$ cat config.mk
export PLATFORM = sky130hd
export DESIGN_NAME = gshare_update_unit
export DESIGN_NICKNAME = d
export VERILOG_FILES = /design/src/rtl/gshare_pkg.sv /design/src/rtl/sat_counter_2bit.sv /design/src/rtl/gshare_update_unit.sv
export SDC_FILE = /design/constraint.sdc
export NUM_CORES = 1
export LEC_CHECK = 0
export BUFFER_PORTS_ARGS = -buffer_cell sky130_fd_sc_hd__clkbuf_2
export CAP_MARGIN = 20
export CORE_MARGIN = 3
export CORE_UTILIZATION = 27
export CTS_CLUSTER_DIAMETER = 60
export DETAILED_ROUTE_END_ITERATION = 16
export PLACE_DENSITY_LB_ADDON = 0.05
export SLEW_MARGIN = 20
export SYNTH_ARGS = -nofsm -noshare
export SYNTH_HDL_FRONTEND = slang
export SYNTH_HIERARCHICAL = 1
export SYNTH_SLANG_ARGS = --single-unit
$ cat constraint.sdc
create_clock -name clk_i -period 7.7 [get_ports clk_i]
set_input_delay 1.54 -clock clk_i [delete_from_list [all_inputs] [get_ports clk_i]]
set_output_delay 1.54 -clock clk_i [all_outputs]
set_load 0.02 [all_outputs]
$ cat src/rtl/gshare_pkg.sv
// Shared types and constants for the G-share predictor update path.
//   pht_cnt_t     : 2-bit saturating direction counter stored in the PHT
//   SNT/WNT/WT/ST : strongly/weakly not-taken, weakly/strongly taken
//   GHR_W_DEF     : default global history length (PHT has 2**GHR_W entries)
package gshare_pkg;

  localparam int unsigned GHR_W_DEF = 8;

  typedef logic [1:0] pht_cnt_t;

  localparam pht_cnt_t SNT = 2'd0;
  localparam pht_cnt_t WNT = 2'd1;
  localparam pht_cnt_t WT  = 2'd2;
  localparam pht_cnt_t ST  = 2'd3;

endpackage

$ cat src/rtl/sat_counter_2bit.sv
// Combinational next-state for a 2-bit saturating branch counter.
//   cnt_i   : current counter value
//   taken_i : resolved direction (1 = taken)
//   cnt_o   : counter moved one step towards the resolved direction,
//             clamped to [SNT, ST]
module sat_counter_2bit
  import gshare_pkg::*;
(
  input  pht_cnt_t cnt_i,
  input  logic     taken_i,
  output pht_cnt_t cnt_o
);

  always_comb begin
    cnt_o = cnt_i;
    if (taken_i) begin
      if (cnt_i != ST) cnt_o = cnt_i + 2'd1;
    end else begin
      if (cnt_i != SNT) cnt_o = cnt_i - 2'd1;
    end
  end

endmodule

$ cat src/rtl/gshare_update_unit.sv
// Resolution-side writer for the G-share predictor.
// Takes each control-flow instruction resolved in EX, detects misprediction,
// and one cycle later pulses a front-end redirect and a PHT counter write.
// Also owns the speculative GHR used by fetch and two statistics counters.
//   clk_i, rst_ni              : clock, synchronous active-low reset
//   if_pred_valid_i/taken_i    : fetch made a branch prediction (shifts GHR)
//   ex_*                       : resolved instruction and its prediction-time
//                                GHR snapshot / PHT counter
//   ghr_o                      : speculative history for fetch indexing
//   pht_we_o/waddr_o/wdata_o   : one-cycle PHT write pulse (held when idle)
//   redirect_o/redirect_pc_o   : one-cycle flush + restart PC (held when idle)
//   br_cnt_o, mispred_cnt_o    : saturating statistics
module gshare_update_unit
  import gshare_pkg::*;
#(
  parameter int unsigned GHR_W = GHR_W_DEF,
  parameter int unsigned XLEN  = 32
) (
  input  logic             clk_i,
  input  logic             rst_ni,
  input  logic             if_pred_valid_i,
  input  logic             if_pred_taken_i,
  input  logic             ex_valid_i,
  input  logic             ex_is_br_i,
  input  logic [XLEN-1:0]  ex_pc_i,
  input  logic             ex_taken_i,
  input  logic [XLEN-1:0]  ex_target_i,
  input  logic [XLEN-1:0]  ex_pred_pc_i,
  input  logic [GHR_W-1:0] ex_ghr_i,
  input  logic [1:0]       ex_pht_cnt_i,
  output logic [GHR_W-1:0] ghr_o,
  output logic             pht_we_o,
  output logic [GHR_W-1:0] pht_waddr_o,
  output logic [1:0]       pht_wdata_o,
  output logic             redirect_o,
  output logic [XLEN-1:0]  redirect_pc_o,
  output logic [31:0]      br_cnt_o,
  output logic [31:0]      mispred_cnt_o
);

  logic [XLEN-1:0]  next_pc;
  logic             mispred;
  logic             br_upd;
  logic [GHR_W-1:0] idx;
  pht_cnt_t         base_cnt;
  pht_cnt_t         new_cnt;

  logic             fwd_valid;
  logic [GHR_W-1:0] fwd_addr;
  pht_cnt_t         fwd_data;

  logic [GHR_W-1:0] ghr_q;
  logic [31:0]      br_q;
  logic [31:0]      mispred_q;

  // PC bits outside the index field do not participate in hashing.
  logic unused_pc_bits;
  assign unused_pc_bits = ^{ex_pc_i[1:0], ex_pc_i[XLEN-1:GHR_W+2]};

  always_comb begin
    next_pc  = ex_taken_i ? ex_target_i : ex_pc_i + XLEN'(4);
    mispred  = ex_valid_i && (next_pc != ex_pred_pc_i);
    br_upd   = ex_valid_i && ex_is_br_i;
    idx      = ex_pc_i[GHR_W+1:2] ^ ex_ghr_i;
    // The PHT read at prediction time misses a write that lands in the
    // cycle between prediction and resolution; take the last write instead.
    base_cnt = (fwd_valid && (fwd_addr == idx)) ? fwd_data : ex_pht_cnt_i;
  end

  sat_counter_2bit u_sat (
    .cnt_i   (base_cnt),
    .taken_i (ex_taken_i),
    .cnt_o   (new_cnt)
  );

  always_ff @(posedge clk_i) begin
    if (!rst_ni) begin
      ghr_q         <= '0;
      pht_we_o      <= 1'b0;
      pht_waddr_o   <= '0;
      pht_wdata_o   <= '0;
      redirect_o    <= 1'b0;
      redirect_pc_o <= '0;
      fwd_valid     <= 1'b0;
      fwd_addr      <= '0;
      fwd_data      <= SNT;
      br_q          <= '0;
      mispred_q     <= '0;
    end else begin
      pht_we_o   <= br_upd;
      redirect_o <= mispred;

      if (br_upd) begin
        pht_waddr_o <= idx;
        pht_wdata_o <= new_cnt;
        fwd_valid   <= 1'b1;
        fwd_addr    <= idx;
        fwd_data    <= new_cnt;
      end

      if (mispred) redirect_pc_o <= next_pc;

      // A mispredict means fetch is on the wrong path, so any fetch shift
      // this cycle is discarded in favour of the repaired history.
      if (mispred && ex_is_br_i)
        ghr_q <= {ex_ghr_i[GHR_W-2:0], ex_taken_i};
      else if (mispred)
        ghr_q <= ex_ghr_i;
      else if (if_pred_valid_i)
        ghr_q <= {ghr_q[GHR_W-2:0], if_pred_taken_i};

      if (br_upd && (br_q != '1)) br_q <= br_q + 32'd1;
      if (mispred && (mispred_q != '1)) mispred_q <= mispred_q + 32'd1;
    end
  end

  assign ghr_o         = ghr_q;
  assign br_cnt_o      = br_q;
  assign mispred_cnt_o = mispred_q;

endmodule
**Word level (Yosys, flattened, before mapping)**

Cells that the tools add are included.

- Register bits after elaboration: 117
- Input port bits: 113
- Output and inout bits: 116
- Logic and storage cells: 36

- Add/sub/neg operators: 5
- Equality and inequality tests: 5
- Mux-type cells: 8
- Bitwise logic cells: 1
- Reductions and logical operators: 8

Operators with widths:

| operator | number |
|---|---|
| 32-bit by 1-bit adder with 32-bit output, second input constant | 2 |
| 32-bit inequality test, second input constant | 2 |
| 32-bit by 3-bit adder with 32-bit output, second input constant | 1 |
| 32-bit two-way mux | 1 |
| 32-bit inequality test | 1 |
| 8-bit two-way mux | 3 |
| 8-bit == test | 1 |
| 2-bit two-way mux | 4 |
| 8-bit bitwise XOR | 1 |
| 1-bit logical AND | 6 |
| 3-bit nonzero test | 1 |
| 2-bit by 1-bit adder with 2-bit output, second input constant | 1 |
| 2-bit inequality test, second input constant | 1 |
| 2-bit nonzero test | 1 |
| 2-bit by 1-bit subtractor with 2-bit output, second input constant | 1 |

**Longest topological paths before layout**

- Depth in word-level cells: 7
- Gate-level depth with buffers: 15

**By module**

Netlist, hierarchy kept.

By module, submodules not included:

| module | instances | cells an instance | area an instance (um^2) |
|---|---|---|---|
| gshare_update_unit | 1 | 934 | 7,509.7 |
| sat_counter_2bit | 1 | 3 | 26.3 |

**Worst setup path after synthesis**

Ideal clock, no wire load.

- Path kind: input-to-reg
- Start point: input ex_pc_i[9]
- End point: register mispred_q[26] (netlist: mispred_cnt_o[26])
- Arrival time: 4,522 ps
- Required time: 7,630 ps
- Path slack: 3,108 ps
- Stages on the path: 13
- Cell sequence: buf_2 nand4_4 or4_4 buf_6 nor4_4 xnor3_1 and2_1 a41oi_2 o31ai_2 buf_6 or4_4 or3_1 a21oi_1

- Word-level cells in the longest chain between the ends: 5

RTL lines:

| element | line | RTL |
|---|---|---|
| start, declared | gshare_update_unit.sv:25 | `input logic [XLEN-1:0] ex_pc_i,` |
| 32-bit by 3-bit adder with 32-bit output | gshare_update_unit.sv:61 | `next_pc = ex_taken_i ? ex_target_i : ex_pc_i + XLEN'(4);` |
| 32-bit two-way mux | gshare_update_unit.sv:61 |  |
| 32-bit inequality test | gshare_update_unit.sv:62 | `mispred = ex_valid_i && (next_pc != ex_pred_pc_i);` |
| 1-bit logical AND | gshare_update_unit.sv:62 |  |
| 1-bit logical AND | gshare_update_unit.sv:113 | `if (mispred && (mispred_q != '1)) mispred_q <= mispred_q + 32'd1;` |
| end signal, assigned | gshare_update_unit.sv:113 |  |
| end, declared | gshare_update_unit.sv:54 | `logic [31:0] mispred_q;` |

No other way between the ends.
A chain may end at the register's enable or synchronous reset.

**Worst setup path in the final report**

- Start point: input ex_pc_i[2]
- End point: register mispred_q[16] (netlist: mispred_cnt_o[16])

The elaborated chain is that of the path after synthesis.

==> results.toml <==
[placement]
portBuffers = 228
post-place-cells = 1477
post-place-ws_ns = 1.84
hpwl_um = 21700
gp_congestion = 0.868

[logic_synthesis]
synth_top_area_cell = "dfxtp_1"
synth_seq_cells = 117
synth.top_cell.area_share = 0.311
synth_area_um2 = 7540
yosysSeqAreaShare = 0.311
synth.avg_cell_area_um2 = 8.04
synth-warning-count = 6
synth_top_family_by_area = "simple AND/OR/NAND/NOR gates"
synth.area.mux_share = 0.0430
async_reset_ff_frac = 0
synth_adder_area_share = 0.00797
yosys-top-cells-area = "dfxtp_1, xnor2_1, xor2_1"
synth_edf_count = 0
synth-compound-area-share = 0.176
synth_xor_area_frac = 0.124
synth_nets = 1053
ys_types = 76
synthSimpleGateAreaFrac = 0.291
synth_cells = 937
synthFlopType = "dfxtp_1"

[clock_tree]
cts.sinks = 117
cts_max_level = 4
cts_tree = "built"
clk_root_buffer_cell = "clkbuf_16"
cts_resized = 0
postCtsSetupBuffers = 0
ctsHoldBuffers = 0
insertion_delay_ns = 0.43
clockBufferDepth = 2
path_clk_slew_ns = 0.07
numCtsBuffers = 17

[sta]
max_freq_mhz = 185
setup_tns_ns = 0
report.final.slew_viol_count = 0
whs_ns = 0.470
setup_viol = 0
tightest_slew_ns = 0.811
fin_worst_skew_ns = 0.0190
post-route-period-util = 0.701
relSlewSlack = 0.459
rsz0062_at_grt = "false"
period_needed_ns = 5.40
final.setup.worst_slack_ns = 2.30
hold_viol_final = 0

[grt]
grt_overflow_total = 0
antenna_found_initial = 0
grt_pass1_vias = 7251
grt_pass1_wl_um = 44200
grt_max_degree = 83
grt.total_usage = 0.188

[route]
drt-pass1-iter-count = 7
drc = 0
ant_nets = 0
drt_iter0_markers = 545
wl_per_cell_um = 19.0
vias = 7562
drt_wl_total_um = 28600
viasPerCell = 5.01

[final_layout]
multi_input_area_um2 = 4850
area_delta_synth_final_pct = 25.5
diodes = 0
finalNonFillerCells = 1509
n_fill_cell = 2974
final_layout_size_suffix_gt1_frac = 0.257
layout_common_cells = "clkbuf_2, dfxtp_1, nand2_1"
nets = 1240
register_area_um2 = 2340
final_common_cell = "clkbuf_2"

[job]
cap_violations = 0

[power_and_ir_drop]
p_comb_frac = 0.169
intPower_mw = 1.15
power_density_nw_per_um2 = 179
p_switching_mw = 0.542
leakage_nw = 3.74
seq_power_share = 0.379
vdd_drop_max_mv = 0.131
swShare = 0.320
clock_power_share = 0.452

[floorplan]
pin_count = 229
die-area_um2 = 30000
coreArea_um2 = 27200
die-height_um = 173
start_util = 0.277
die_x_um = 173
fp-row-count = 60

[worst_setup_path]
cp-start-kind = "input pin"
crit_fanout = 82
crit_type = "in2reg"
required_ns = 8.02
endpoint_kind = "flop"
crit_arrival_ns = 5.71

[min_path]
hold_class = "reg2reg"

[status]
outcome = "completed"
## cell families after synthesis
| kind of cell | Yosys count |
|---|---|
| AND/OR/NAND/NOR | 403 |
| AO/OA/AOI/OAI | 195 |
| flip-flops | 117 |
| XOR/XNOR | 102 |
| buffers and inverters | 83 |
| multiplexers | 32 |
| adder cells (fa/ha/maj) | 5 |
## synthesized netlist by cell type (all sizes together) (23+ instances only)
cell type / number
xor2: 45
xnor2: 54
nand4: 28
mux2i: 29
nand2: 80
nor2: 65
a21oi: 34
dfxtp: 117
clkbuf: 44
buf: 23
a211oi: 26
nand3: 76
o21ai: 50
## critical path: stages
cell and delay [ns]:
clkbuf_2 0.14, ha_1 0.27, nand4_1 0.27, nor4_4 0.69
a41oi_1 0.30, nor3_1 0.28, o2111ai_1 0.14, or4_1 0.58
o31ai_4 0.21, buf_4 0.67, a21oi_2 0.23, and3_1 0.27
mux2i_1 0.11
## registers in the layout, indices dropped and copies added, names as in the netlist
register and cells:
br_cnt_o 32, mispred_cnt_o 32, redirect_pc_o 32, fwd_valid 1, fwd_data 2, pht_we_o 1
ghr_o 8, redirect_o 1, fwd_addr 8
## power by group through the flow
stage	Clock, mW	Combinational, mW	Sequential, mW
after floorplan	0	0.148	0.678
after global placement	0	0.289	0.656
after detailed placement	0	0.287	0.656
after CTS	0.796	0.289	0.642
after global routing	0.815	0.311	0.645
final	0.765	0.286	0.642
## layer usage
layer	vias up	part of all wire	track usage
li1	3815	-	-
met1	3548	0.47	0.257
met2	183	0.48	0.308
met3	16	0.043	0.0343
met4	0	0.010	0.0436
met5	-	0	0
## per-stage QoR
step,util,cell area (um^2),power [mW]
floorplan,-,7540,0.826
global placement,0.328,8910,0.945
detailed placement,0.328,8910,0.943
CTS,0.348,9450,1.73
global route,0.348,9460,1.77
finish,0.348,9460,1.69
## area by class of cell
class	count	share of cell area
Inverter	16	0.00635
Timing Repair Buffer	235	0.126
Multi-Input combinational cell	737	0.513
Tap cell	372	0.0492
Sequential cell	117	0.248
Clock buffer	17	0.0450
Clock inverter	15	0.0128
## final timing paths
kind / startpoint / end / slack, ns / cells after the start
min: redirect_pc_o[0]$_SDFFE_PN0P_ / redirect_pc_o[0]$_SDFFE_PN0P_ / 0.47 / 2
max reg2reg: br_cnt_o[6]$_SDFFE_PN0P_ / br_cnt_o[29]$_SDFFE_PN0P_ / 4.54 / 9
max: ex_pc_i[2] / mispred_cnt_o[16]$_SDFFE_PN0P_ / 2.30 / 13
min reg2reg: redirect_pc_o[0]$_SDFFE_PN0P_ / redirect_pc_o[0]$_SDFFE_PN0P_ / 0.47 / 2
No activity file was read; power rests on OpenSTA's default activity.
